### src/rtl/clock_ctrl_pkg.sv
// Shared types and command mapping for the clock input front end.
// Modes, command codes, key FSM states and the key-to-command map.
package clock_ctrl_pkg;

  typedef enum logic [2:0] {
    M_RUN        = 3'd0,
    M_SET_TIME   = 3'd1,
    M_STOPWATCH  = 3'd2,
    M_TIMER      = 3'd3,
    M_SET_TIMER  = 3'd4,
    M_ALARM_VIEW = 3'd5,
    M_SET_ALARM  = 3'd6
  } mode_e;

  typedef enum logic [3:0] {
    C_NONE        = 4'd0,
    C_INC_SEC     = 4'd1,
    C_INC_MIN     = 4'd2,
    C_INC_HR      = 4'd3,
    C_SW_START    = 4'd4,
    C_SW_STOP     = 4'd5,
    C_SW_CLEAR    = 4'd6,
    C_TMR_START   = 4'd7,
    C_TMR_STOP    = 4'd8,
    C_TMR_CLEAR   = 4'd9,
    C_TMR_INC_SEC = 4'd10,
    C_TMR_INC_MIN = 4'd11,
    C_TMR_INC_HR  = 4'd12,
    C_AL_INC_MIN  = 4'd13,
    C_AL_INC_HR   = 4'd14,
    C_ALARM_ACK   = 4'd15
  } cmd_e;

  typedef enum logic [1:0] {
    K_IDLE,
    K_PRESSED,
    K_REPEAT,
    K_LOCKED
  } key_st_e;

  function automatic cmd_e cmd_map(mode_e m, logic [1:0] k);
    cmd_e c;
    c = C_NONE;
    case (m)
      M_SET_TIME:
        c = (k == 2'd0) ? C_INC_MIN :
            (k == 2'd1) ? C_INC_HR : C_INC_SEC;
      M_STOPWATCH:
        c = (k == 2'd0) ? C_SW_CLEAR :
            (k == 2'd1) ? C_SW_STOP : C_SW_START;
      M_TIMER:
        c = (k == 2'd0) ? C_TMR_CLEAR :
            (k == 2'd1) ? C_TMR_STOP : C_TMR_START;
      M_SET_TIMER:
        c = (k == 2'd0) ? C_TMR_INC_MIN :
            (k == 2'd1) ? C_TMR_INC_HR : C_TMR_INC_SEC;
      M_SET_ALARM:
        c = (k == 2'd0) ? C_AL_INC_MIN :
            (k == 2'd1) ? C_AL_INC_HR : C_ALARM_ACK;
      default:
        c = (k == 2'd2) ? C_ALARM_ACK : C_NONE;
    endcase
    return c;
  endfunction

  function automatic logic is_repeatable(cmd_e c);
    return c inside {C_INC_SEC, C_INC_MIN, C_INC_HR,
                     C_TMR_INC_SEC, C_TMR_INC_MIN,
                     C_TMR_INC_HR, C_AL_INC_MIN,
                     C_AL_INC_HR};
  endfunction

endpackage

### src/rtl/clock_input_controller_key.sv
// One push-button: 2-flop synchronizer, debounce and press/repeat FSM.
// o_rep marks events produced by auto-repeat rather than the press.
module key_conditioner
  import clock_ctrl_pkg::*;
#(
  parameter int DEBOUNCE_CYCLES     = 500_000,
  parameter int REPEAT_DELAY_CYCLES = 25_000_000,
  parameter int REPEAT_RATE_CYCLES  = 5_000_000
) (
  input  logic clk,
  input  logic rst_n,
  input  logic i_key_n,
  input  logic i_lock,
  output logic o_held,
  output logic o_evt,
  output logic o_rep
);

  localparam int DW = $clog2(DEBOUNCE_CYCLES + 1);
  localparam int RMAX = (REPEAT_DELAY_CYCLES > REPEAT_RATE_CYCLES)
                      ? REPEAT_DELAY_CYCLES : REPEAT_RATE_CYCLES;
  localparam int RW = $clog2(RMAX + 1);
  localparam logic [DW-1:0] DB_M1 = DW'(DEBOUNCE_CYCLES - 1);
  localparam logic [RW-1:0] DLY_M1 = RW'(REPEAT_DELAY_CYCLES - 1);
  localparam logic [RW-1:0] RATE_M1 = RW'(REPEAT_RATE_CYCLES - 1);

  logic          r_s1;
  logic          r_s2;
  logic [DW-1:0] r_dcnt;
  logic          r_held;
  key_st_e       r_st;
  logic [RW-1:0] r_rcnt;
  logic          r_evt;
  logic          r_rep;
  logic          w_lvl;
  logic          w_acc;

  // Counting only while the level differs from the held state means any
  // bounce back to the held level clears the count.
  assign w_lvl = ~r_s2;
  assign w_acc = (w_lvl != r_held) && (r_dcnt == DB_M1);

  always_ff @(posedge clk or negedge rst_n) begin
    if (!rst_n) begin
      r_s1   <= 1'b1;
      r_s2   <= 1'b1;
      r_dcnt <= '0;
      r_held <= 1'b0;
      r_st   <= K_IDLE;
      r_rcnt <= '0;
      r_evt  <= 1'b0;
      r_rep  <= 1'b0;
    end else begin
      r_s1  <= i_key_n;
      r_s2  <= r_s1;
      r_evt <= 1'b0;
      r_rep <= 1'b0;
      if (w_lvl == r_held) begin
        r_dcnt <= '0;
      end else if (w_acc) begin
        r_dcnt <= '0;
        r_held <= w_lvl;
      end else begin
        r_dcnt <= r_dcnt + DW'(1);
      end
      unique case (r_st)
        K_IDLE: begin
          if (w_acc && w_lvl) begin
            r_rcnt <= '0;
            if (i_lock) begin
              r_st <= K_LOCKED;
            end else begin
              r_st  <= K_PRESSED;
              r_evt <= 1'b1;
            end
          end
        end
        K_PRESSED, K_REPEAT: begin
          if (w_acc) begin
            r_st <= K_IDLE;
          end else if (i_lock) begin
            r_st <= K_LOCKED;
          end else if (r_rcnt == ((r_st == K_PRESSED) ? DLY_M1 : RATE_M1)) begin
            r_st   <= K_REPEAT;
            r_rcnt <= '0;
            r_evt  <= 1'b1;
            r_rep  <= 1'b1;
          end else begin
            r_rcnt <= r_rcnt + RW'(1);
          end
        end
        K_LOCKED: begin
          if (w_acc) r_st <= K_IDLE;
        end
        default: r_st <= K_IDLE;
      endcase
    end
  end

  assign o_held = r_held;
  assign o_evt  = r_evt;
  assign o_rep  = r_rep;

endmodule

### src/rtl/clock_input_controller.sv
// Input front end: key conditioning, mode decode, command arbiter, 1 Hz tick.
// Issues at most one command per cycle, KEY1 first.
module clock_input_controller
  import clock_ctrl_pkg::*;
#(
  parameter int CLK_HZ              = 50_000_000,
  parameter int DEBOUNCE_CYCLES     = 500_000,
  parameter int REPEAT_DELAY_CYCLES = 25_000_000,
  parameter int REPEAT_RATE_CYCLES  = 5_000_000
) (
  input  logic       CLOCK_50,
  input  logic       reset_n,
  input  logic [2:0] key_n,
  input  logic [5:0] sw,
  output logic       tick_1hz,
  output logic [2:0] mode,
  output logic       cmd_valid,
  output logic [3:0] cmd,
  output logic [2:0] key_held
);

  localparam int TW = (CLK_HZ > 1) ? $clog2(CLK_HZ) : 1;
  localparam logic [TW-1:0] T_MAX = TW'(CLK_HZ - 1);

  logic [5:0]    r_sw1;
  logic [5:0]    r_sw2;
  mode_e         r_mode;
  mode_e         r_mode_d;
  mode_e         w_mode;
  logic          w_chg;
  logic [2:0]    w_evt;
  logic [2:0]    w_rep;
  logic [2:0]    w_req;
  logic [2:0]    w_act;
  logic [2:0]    w_gnt;
  logic [2:0]    r_pend;
  cmd_e          w_map [3];
  cmd_e          w_gcmd;
  cmd_e          r_cmd;
  logic          r_valid;
  logic [TW-1:0] r_tcnt;
  logic          r_tick;

  assign w_chg = (r_mode != r_mode_d);

  for (genvar g = 0; g < 3; g++) begin : g_key
    key_conditioner #(
      .DEBOUNCE_CYCLES    (DEBOUNCE_CYCLES),
      .REPEAT_DELAY_CYCLES(REPEAT_DELAY_CYCLES),
      .REPEAT_RATE_CYCLES (REPEAT_RATE_CYCLES)
    ) u_key (
      .clk    (CLOCK_50),
      .rst_n  (reset_n),
      .i_key_n(key_n[g]),
      .i_lock (w_chg),
      .o_held (key_held[g]),
      .o_evt  (w_evt[g]),
      .o_rep  (w_rep[g])
    );
    assign w_map[g] = cmd_map(r_mode, 2'(g));
    // Unmapped events and repeats of one-shot commands never reach pending.
    assign w_req[g] = w_evt[g] & (w_map[g] != C_NONE)
                    & (~w_rep[g] | is_repeatable(w_map[g]));
  end

  always_comb begin
    w_mode = M_RUN;
    priority case (1'b1)
      r_sw2[5]: w_mode = M_SET_ALARM;
      r_sw2[4]: w_mode = M_ALARM_VIEW;
      r_sw2[3]: w_mode = M_SET_TIMER;
      r_sw2[2]: w_mode = M_TIMER;
      r_sw2[1]: w_mode = M_STOPWATCH;
      r_sw2[0]: w_mode = M_SET_TIME;
      default:  w_mode = M_RUN;
    endcase
  end

  assign w_act = r_pend | w_req;
  assign w_gnt = w_act & (~w_act + 3'd1);

  always_comb begin
    w_gcmd = C_NONE;
    unique case (1'b1)
      w_gnt[0]: w_gcmd = w_map[0];
      w_gnt[1]: w_gcmd = w_map[1];
      w_gnt[2]: w_gcmd = w_map[2];
      default:  w_gcmd = C_NONE;
    endcase
  end

  always_ff @(posedge CLOCK_50 or negedge reset_n) begin
    if (!reset_n) begin
      r_sw1    <= '0;
      r_sw2    <= '0;
      r_mode   <= M_RUN;
      r_mode_d <= M_RUN;
      r_pend   <= '0;
      r_valid  <= 1'b0;
      r_cmd    <= C_NONE;
      r_tcnt   <= '0;
      r_tick   <= 1'b0;
    end else begin
      r_sw1    <= sw;
      r_sw2    <= r_sw1;
      r_mode   <= w_mode;
      r_mode_d <= r_mode;
      if (w_chg) begin
        r_pend  <= '0;
        r_valid <= 1'b0;
        r_cmd   <= C_NONE;
      end else begin
        r_pend  <= w_act & ~w_gnt;
        r_valid <= |w_gnt;
        r_cmd   <= w_gcmd;
      end
      r_tcnt <= (r_tcnt == T_MAX) ? '0 : r_tcnt + TW'(1);
      r_tick <= (r_tcnt == T_MAX);
    end
  end

  assign tick_1hz  = r_tick;
  assign mode      = r_mode;
  assign cmd_valid = r_valid;
  assign cmd       = r_cmd;

endmodule

### config.mk
export PLATFORM = sky130hd
export DESIGN_NAME = clock_input_controller
export DESIGN_NICKNAME = d
export VERILOG_FILES = /design/src/rtl/clock_ctrl_pkg.sv /design/src/rtl/clock_input_controller_key.sv /design/src/rtl/clock_input_controller.sv
export SDC_FILE = /design/constraint.sdc
export NUM_CORES = 1
export LEC_CHECK = 0
export BUFFER_PORTS_ARGS = -buffer_cell sky130_fd_sc_hd__buf_2
export CAP_MARGIN = 20
export CORE_MARGIN = 2
export CORE_UTILIZATION = 50
export DETAILED_ROUTE_END_ITERATION = 16
export GPL_TIMING_DRIVEN = 0
export PLACE_DENSITY = 0.67
export SYNTH_ARGS = -nofsm -noshare
export SYNTH_HDL_FRONTEND = slang
export SYNTH_SLANG_ARGS = --single-unit
### constraint.sdc
create_clock -name CLOCK_50 -period 2.7 [get_ports CLOCK_50]
set_input_delay 0.135 -clock CLOCK_50 [delete_from_list [all_inputs] [get_ports CLOCK_50]]
set_output_delay 0.135 -clock CLOCK_50 [all_outputs]
set_load 0.02 [all_outputs]
---- After elaboration in Yosys (flattened, before gate mapping) ----
Cells that the tools add are included.
operators by class
  reduce and logical (&&, ||, !) cells .... 31
  bitwise gates (word level) .............. 23
  equal/unequal tests ..................... 67
  $mul .................................... 0
  shift-type cells ........................ 0
  order comparisons ....................... 0
  div/mod/pow operators ................... 0
  add/subtract/negate cells ............... 8
  muxes and demuxes ....................... 76
operators by type and width
  cell                     number
  $mux W25                 15
  $pmux W25 S2             3
  $mux W19                 6
  $add A25 B1 Y25 const B  3
  $eq A25 B25 Y1           3
  $eq A4 B4 Y1 const B     15
  $add A19 B1 Y19 const B  3
  $eq A19 B19 Y1 const B   3
  $pmux W4 S5              2
  $mux W2                  18
  $add A26 B1 Y26 const B  1
  $eq A26 B26 Y1 const B   1
  $mux W26                 1
  $eq A4 B2 Y1 const B     6
  $reduce_bool A8 Y1       3
  $mux W1                  18
  $pmux W2 S3              3
  $pmux W4 S4              1
  $eq A2 B2 Y1 const B     6
  $eq A4 B1 Y1 const B     3
  $mux W3                  4
  $ne A2 B1 Y1 const B     6
  $ne A2 B2 Y1 const B     6
  $pmux W4 S3              1
  27 further kinds         74
word-level totals
  latch bits .............................. 0
  memory bits (read-only) ................. 0
  memories kept ........................... 0
  output and inout bits ................... 12
  RAM bits ................................ 0
  input port bits ......................... 11
  bits in registers ....................... 206

---- Depth between registers and ports, before layout ----
Gate-level depths: netlist of run 1.
  word-level depth ........................ 13
  gate-level depth with buffers ........... 9

---- Cells and area by module ----
A second synthesis of run 1 with hierarchy kept.
second synthesis, totals
  cells, all modules ...................... 1166
  area, all modules ....................... 11197.0 µm²
modules (own cells, without submodules)
  module                                cells an instance  times used  area each (µm²)  sequential area each (µm²)
  key_conditioner (g_key[0].u_key ...)  305                2           2882.8           1278.7
  key_conditioner (g_key[2].u_key)      339                1           3089.2           1278.7
  clock_input_controller                217                1           2342.2           1301.2

---- Worst setup path before layout of run 1 ----
OpenSTA, ideal clock, no wires.
  path kind ............................... register to register
  from .................................... register g_key[2].u_key.r_dcnt[0]
  to ...................................... register g_key[2].u_key.r_rcnt[9]
  slack ................................... 0.026 ns
  stages on the path, launching flop included .. 10
  arrival ................................. 2.600 ns
  required time ........................... 2.626 ns
  clock period less this slack ............ 2.674 ns
  cells stage by stage .................... dfrtp_1 ha_1 nand4_2 or3_1 buf_2 or4_4 and2_1 buf_6 or4_4 a21oi_2
on the way
  word-level cells in the longest chain between the ends .. 5
  elaborated cells on any way between the ends .. 6
ends and longest elaborated chain
  what                                    RTL line                          RTL
  from (decl)                             clock_input_controller_key.sv:29  logic [DW-1:0] r_dcnt;
  from (signal assigned)                  clock_input_controller_key.sv:64  r_dcnt <= r_dcnt + DW'(1);
  $eq A19 B19 Y1 (*)                      clock_input_controller_key.sv:41  assign w_acc = (w_lvl != r_held) && (r_dcnt == DB_M1);
  $logic_and A1 B1 Y1 (*)                 clock_input_controller_key.sv:41
  $logic_and A1 B1 Y1                     clock_input_controller_key.sv:68  if (w_acc && w_lvl) begin
  $ne A2 B1 Y1 (no source line)           --
  $reduce_and A4 Y1 (no source line) (*)  --
  to (signal assigned)                    clock_input_controller_key.sv:89  r_rcnt <= r_rcnt + RW'(1);
  to (decl)                               clock_input_controller_key.sv:32  logic [RW-1:0] r_rcnt;
Mark *: on every way between the ends. The rest lies on a longest branch, timed or not.
A chain may end at the register's enable or synchronous reset.

---- Final worst setup path of run 1 ----
  from .................................... register g_key[2].u_key.r_dcnt[1]
  to ...................................... register g_key[2].u_key.r_rcnt[9]
Same word-level chain as after synthesis.

==> results_dict.tcl, run 1 <==
set metrics [dict create \
    yosysWarnings 0 \
    synth_mux_area_frac 0.00868 \
    synth_enable_flop_cells 0 \
    internal-power_mw 5.38 \
    clock-sinks 205 \
    status "completed" \
    worstSetupEndpoint "g_key[2].u_key.r_rcnt[9]$_DFFE_PN0P_" \
    clock.fmax_mhz 380 \
    layout.nets 1201 \
    synth-seq-cells 205 \
    ant_nets 0 \
    antenna_found_initial 0 \
    ys.flop_type "dfrtp_1" \
    clk_path_buf_depth 3 \
    fin_setup_tns_ps 0 \
    syn_nets 1140 \
    totalWireLength_um 22400 \
    ys_seq_area_frac 0.482 \
    synth_cell_types 71 \
    clockPowerShare 0.511 \
    yosys.area_share.adder 0.0223 \
    synth-simple-area-share 0.248 \
    synthArstFlopShare 1.00 \
    core-area_um2 21000 \
    dieArea_um2 22500 \
    fin_util 0.588 \
    clk_latency_ps 520 \
    r2r.worst_path.cells 9 \
    syn_inst 1110 \
    clockRootBuffer "clkbuf_16" \
    synth-compound-area-share 0.126 \
    slew_violations 0 \
    worstHoldStart "key_n[1]" \
    netlist_area_um2 10700 \
    p_leak_nw 5.20 \
    cts_inserted_buffers 23 \
    syn2layout_area_growth_pct 15.5 \
    grt_max_degree 114 \
    worstSetupStartpoint "g_key[2].u_key.r_dcnt[1]$_DFF_PN0_" \
    placed_cell_area_um2 11200 \
    cts_max_level 1 \
    cp.required_ps 3140 \
    path_clk_slew_ps 60 \
    setup_viol 0 \
    cts_tree "built" \
    routabilityCongestion 0.854 \
    port_buffers 22 \
    grt_pass1_vias 7824 \
    critPathLaunchType "register" \
    wl_per_cell_um 15.3 \
    r2r_slack_ps 70 \
    vias 8241 \
    viasPerCell 5.63 \
    r2r-start "g_key[2].u_key.r_dcnt[1]$_DFF_PN0_" \
    p_switching_mw 1.46 \
    synth_top_family_by_area "simple AND/OR/NAND/NOR gates" \
    start_util 0.509 \
    peakVddDrop_mv 0.584 \
    grt_first_pass_wirelength_um 38500 \
    firstDrtPassIters 5 \
    clock_skew_ps 8.38 \
    std_cell_rows 53 \
    power_per_cell_area_nw_per_um2 555 \
    cap_viol_max_count 0 \
    power_frac_seq 0.459 \
    critPathKind "reg2reg" \
    synth_xor_xnor_area_share 0.0805 \
    placed_cells 1408 \
    path_max_fanout 9 \
    post-route-drc-count 0 \
    power.total_mw 6.84 \
    synth_area_per_cell_um2 9.61 \
    track_usage 0.205 \
    switching_share 0.213 \
    die_w_um 150 \
    crit-reg2reg-capture "g_key[2].u_key.r_rcnt[9]$_DFFE_PN0P_" \
    layout-drive-gt1-share 0.121 \
    stdcell_count 1463 \
    period_share 0.975 \
    diodes 0 \
    hold_viol_final 0 \
    end_kind "register" \
    dp_hpwl_um 14900 \
    overflow 0 \
    ios 23 \
    die_h_um 150 \
    drtIter0Drc 587 \
    arrival_ps 3080 \
    hp-class "in2reg" \
    max_slew_margin 0.341 \
    comb_power_share 0.030 \
    tightest_slew_ps 979 \
    period_needed_ps 2630 \
    final_area_um2 12300 \
]
==> power groups by stage <==
| stage | Clock [mW] | Sequential [mW] | Combinational (mW) |
|---|---|---|---|
| after floorplan | 0 | 3.18 | 0.0828 |
| after global placement | 0 | 3.19 | 0.180 |
| after detailed placement | 0 | 3.19 | 0.189 |
| after CTS | 3.57 | 3.14 | 0.207 |
| after global routing | 3.67 | 3.14 | 0.238 |
| final | 3.50 | 3.14 | 0.206 |
==> cells in the mapped netlist, drive strengths merged, types with 20 or more instances <==
cell | count | share of area
dfrtp | 199 | 0.47
nand3 | 72 | 0.034
nand2 | 78 | 0.027
o21ai | 48 | 0.023
or3 | 23 | 0.013
xor2 | 43 | 0.035
xnor2 | 55 | 0.045
nand4 | 34 | 0.021
clkbuf | 34 | 0.012
nor3 | 24 | 0.011
and3 | 21 | 0.012
and4 | 20 | 0.016
inv | 39 | 0.014
a21oi | 33 | 0.016
nor2 | 132 | 0.046
==> critical path, cell delays in order (launching register included) <==
cell and delay [ps]:
dfrtp_1 390, ha_4 170, nand4_4 100, or3_1 350, buf_6 150, or4_4 450
and2_4 180, buf_6 130, or4_4 510, a21oi_2 130
==> per-layer routing <==
metal,share of wire,up-vias,routed length [um],GRT usage
li1,-,4099,-,-
met1,0.49,3964,11000,0.307
met2,0.45,150,10100,0.319
met3,0.040,28,897,0.0271
met4,0.017,0,381,0.0467
met5,0,-,0,0
==> worst min path at each step <==
stage / slack, ps / endpoint / cells past startpoint
final: 260 / g_key[1].u_key.r_s1$_DFF_PN1_ / 2
after global routing: 250 / r_sw1[0]$_DFF_PN0_ / 2
after CTS: 240 / g_key[1].u_key.r_s1$_DFF_PN1_ / 2
after detailed placement: 240 / g_key[0].u_key.r_s1$_DFF_PN1_ / 1
after global placement: 240 / g_key[1].u_key.r_s1$_DFF_PN1_ / 1
after floorplan: -160 / cmd[0]$_DFF_PN0_ / 0
==> repair_timing <==
action | in CTS | in global routing
hold buffers | 10 | 0
setup buffers | 3 | 6
gates resized for setup | 21 | 31
endpoints found under the hold margin | 117 | 0
setup endpoints to repair | 90 | 97
pin swaps | 2 | 6
==> cells by family after synthesis <==
kind of cell | after synthesis
AO/OA/AOI/OAI | 192
XOR/XNOR | 98
multiplexers | 9
adder cells (fa/ha/maj) | 19
AND/OR/NAND/NOR | 502
buffers and inverters | 85
flip-flops | 205
==> state kept, by name (all words and copies together) (netlist names) <==
signal / count
r_mode_d: 3
mode: 3
g_key.u_key.o_evt: 3
cmd_valid: 1
g_key.u_key.r_s1: 3
r_pend: 2
g_key.u_key.r_dcnt: 57
tick_1hz: 1
r_sw1: 6
g_key.u_key.r_st: 6
cmd: 4
r_tcnt: 26
g_key.u_key.r_rcnt: 75
g_key.u_key.o_held: 3
g_key.u_key.o_rep: 3
g_key.u_key.r_s2: 3
r_sw2: 6
==> cell usage in the layout (no fill, tap or decap), types with 8 or more instances in the layout <==
cell type        n
nor4_1          13
buf_2           26
nand2b_1         8
buf_4           12
ha_1            18
inv_1           39
xor2_1          43
and3_1          21
clkbuf_16       23
a21o_1          15
o21ai_0         46
and2_1           9
nand4_1         33
dlygate4sd3_1   10
nand3_1         71
nand2_1         77
xnor2_1         53
a2111oi_2        8
o31ai_1          8
a211oi_1        11
a21oi_1         32
or3_1           22
and4_1          20
a22o_1          13
nor3b_1         11
or2_2            8
nor3_1          23
clkbuf_1        20
dfrtp_1        197
nor2_1         132
nor2b_1         16
==> area by class of cell <==
cell class,count,area (um2)
plain buffers,40,210
clock buffers,31,666
clock inverters,11,191
fillers,1869,8630
inverters,39,146
multi-input cells,820,5310
flip-flops and latches,205,5140
well taps,275,344
repair buffers,42,315
==> metrics by stage <==
step | hold WS (ps) | setup WS, ps
6_report | 257 | 66.9
5_1_grt | 248 | -16.5
4_1_cts | 238 | 6.20
3_5_place_dp | 242 | -214
3_3_place_gp | 241 | -1980
2_1_floorplan | -161 | 25.6
Power figures use the tool's default switching activity.
==> inputs of run 2 (changes only) <==
--- a/config.mk
+++ b/config.mk
@@ -5,6 +5,7 @@
 export SDC_FILE = /design/constraint.sdc
 export NUM_CORES = 1
 export LEC_CHECK = 0
+export ABC_AREA = 1
 export BUFFER_PORTS_ARGS = -buffer_cell sky130_fd_sc_hd__buf_2
 export CAP_MARGIN = 20
 export CORE_MARGIN = 2
==> run 2 against run 1 <==
- die area rose by 23%
- global-route usage rose by 2.1 points
- synthesized cell count rose by 68%
- critical path depth rose by 4
- power rose by 0.74%
- non-clock buffer count fell by 5
- synthesized area rose by 23%
- wire length rose by 37%
- sequential power barely moved
- flip-flop and latch count did not move
- critical path type unchanged
- critical endpoint is now g_key[2].u_key.r_rcnt[12]$_DFFE_PN0P_
- largest power group unchanged
==> results_dict.tcl, run 2 <==
set metrics [dict create \
    grt_first_pass_wirelength_um 53700 \
    hold_viol_final 0 \
    die_w_um 166 \
    clock_skew_ps 9.24 \
    final_area_um2 14700 \
    p_leak_nw 6.90 \
    post-route-drc-count 0 \
    clock-sinks 205 \
    synthArstFlopShare 1.00 \
    power.total_mw 6.89 \
    hold_slack_ps 112 \
    synth-seq-cells 205 \
    grt_max_degree 83 \
    multi_input_area_um2 6840 \
    synth_cell_types 43 \
    cpLargestDelayFamily "simple AND/OR/NAND/NOR gates" \
    syn_nets 1899 \
    arrival_ps 2670 \
    die_h_um 166 \
    max_slew_margin 0.637 \
    core-area_um2 26000 \
    clock.fmax_mhz 446 \
    top_regs "g_key.u_key.r_rcnt x75, g_key.u_key.r_dcnt x57, r_tcnt x26" \
    clockPowerShare 0.518 \
    ctsResizeCount 0 \
    synth_area_leaders "dfrtp_1 38%, nand2_1 16%, nor2_1 9.0%, inv_1 6.2%, nand3_1 5.4%" \
    placed_cell_area_um2 13800 \
    synth_area_per_cell_um2 7.04 \
    cp.required_ps 3130 \
    dieArea_um2 27600 \
    fillers 2516 \
    synth_top_area_frac 0.378 \
    peakVddDrop_mv 0.521 \
    setup_viol 0 \
    largest_reg_flops 75 \
    cts_inserted_buffers 25 \
    tightest_slew_ps 542 \
    cap_viol_max_count 0 \
    worstPathCellList "inv_1, ha_1, buf_4, inv_1, nand2_1, nand2_1, nor3_1, nand3_1, nor2_4, buf_2, nor2_1, nand3_2, nand2_1" \
    rsz0062_at_grt "no" \
    layout.nets 1960 \
    cts_setup_buffers 0 \
    ios 23 \
    internal-power_mw 5.36 \
    track_usage 0.226 \
    totalWireLength_um 30600 \
    period_share 0.831 \
    dp_hpwl_um 22700 \
    std_cell_rows 59 \
    comb_power_share 0.027 \
    switching_share 0.222 \
    routabilityCongestion 0.943 \
    clk_latency_ps 540 \
    fin_util 0.567 \
    yosysWarnings 0 \
    hp-class "in2async" \
    path_clk_slew_ps 60 \
    power_per_cell_area_nw_per_um2 468 \
    critPathSlowestCell "dfrtp_1" \
    period_needed_ps 2240 \
    wl_per_cell_um 13.4 \
    grt_pass1_vias 11400 \
    clockRootBuffer "clkbuf_16" \
    cpMostUsedCell "nand2_1" \
    regMostFlops "g_key.u_key.r_rcnt" \
    layout-drive-gt1-share 0.104 \
    setup_ws_ps 456 \
    viasPerCell 5.13 \
    diodes 0 \
    vias 11700 \
    critPathKind "reg2reg" \
    ys.flop_type "dfrtp_1" \
    end_kind "register" \
    p_switching_mw 1.53 \
    start_util 0.506 \
    power_frac_seq 0.454 \
    yosysTopAreaCell "dfrtp_1" \
    path_max_fanout 10 \
    overflow 0 \
    slew_violations 0 \
    placed_cells 2228 \
    yosys-top-cells-count "560 x nand2_1, 314 x nor2_1, 218 x inv_1" \
    synth_enable_flop_cells 0 \
    ant_nets 0 \
    syn_inst 1869 \
    clk_path_buf_depth 3 \
    pre_cts_slack_ps 455 \
    ys_seq_area_frac 0.390 \
    cts_tree "built" \
    firstDrtPassIters 7 \
    status "completed" \
    worstPathBufferInverterCount 4 \
    layout_common_cells "560 x nand2_1, 314 x nor2_1, 218 x inv_1" \
    stdcell_count 2283 \
    syn2layout_area_growth_pct 12.0 \
    antenna_found_initial 0 \
    critPathLaunchType "register" \
    drtIter0Drc 885 \
    register_area_um2 5140 \
    yosysMostFrequentCell "nand2_1" \
    netlist_area_um2 13200 \
    holdBufCountCts 10 \
    fin_setup_tns_ps 0 \
    port_buffers 22 \
    crit_path_max_incr_delay_ps 400 \
    cts_max_level 1 \
    final_common_cell "nand2_1" \
]
-- run 2: final timing paths --
kind / to / start / depth (start not counted) / slack (ps)
worst max-delay path: g_key[2].u_key.r_rcnt[12]$_DFFE_PN0P_ / g_key[2].u_key.r_st[1]$_DFFE_PN0P_ / 13 / 460
max in group asynchronous: g_key[0].u_key.r_s1$_DFF_PN1_ / reset_n / 4 / 1460
worst max register to register: g_key[2].u_key.r_rcnt[12]$_DFFE_PN0P_ / g_key[2].u_key.r_st[1]$_DFFE_PN0P_ / 13 / 460
worst min-delay path: g_key[1].u_key.r_dcnt[10]$_DFF_PN0_ / reset_n / 2 / 110
min in group CLOCK_50: g_key[0].u_key.r_s1$_DFF_PN1_ / key_n[0] / 2 / 240
worst min register to register: r_sw2[3]$_DFF_PN0_ / r_sw1[3]$_DFF_PN0_ / 0 / 350
-- run 2: cell families (layout without fill, tap and decap cells) --
group                      after synthesis  count (layout)  share of synthesized area
adders and majority gates               19              19                     0.0181
AOI/OAI and AO/OA                      102             102                     0.0422
and+or+nand+nor                       1194            1194                      0.404
DFF                                    205             205                      0.390
buffers and inverters                  266             345                     0.0901
xor gates and xnor gates                83              83                     0.0552
-- run 2: final cells by class --
class                      instances  area share
multi-input combinational       1398       0.464
sequential                       205       0.349
inverter                         223      0.0578
clock buffer                      31      0.0467
tap                              335      0.0284
buffer                            43      0.0226
timing repair buffer              34      0.0187
clock inverter                    14      0.0134
-- run 2: per-layer routing --
metal  GRT usage  vias to the layer above  part of all wire
li1            -                     5986                 -
met1       0.318                     5444              0.48
met2       0.370                      220              0.45
met3      0.0298                       59             0.041
met4      0.0630                        0             0.025
met5           0                        -                 0
-- run 2: power by group through the flow --
stage / registers, mW / clock network [mW] / logic, mW
5_1_grt: 3.13 / 3.79 / 0.218
3_5_place_dp: 3.19 / 0 / 0.182
4_1_cts: 3.13 / 3.67 / 0.194
3_3_place_gp: 3.19 / 0 / 0.166
6_report: 3.13 / 3.57 / 0.187
2_1_floorplan: 3.18 / 0 / 0.0693
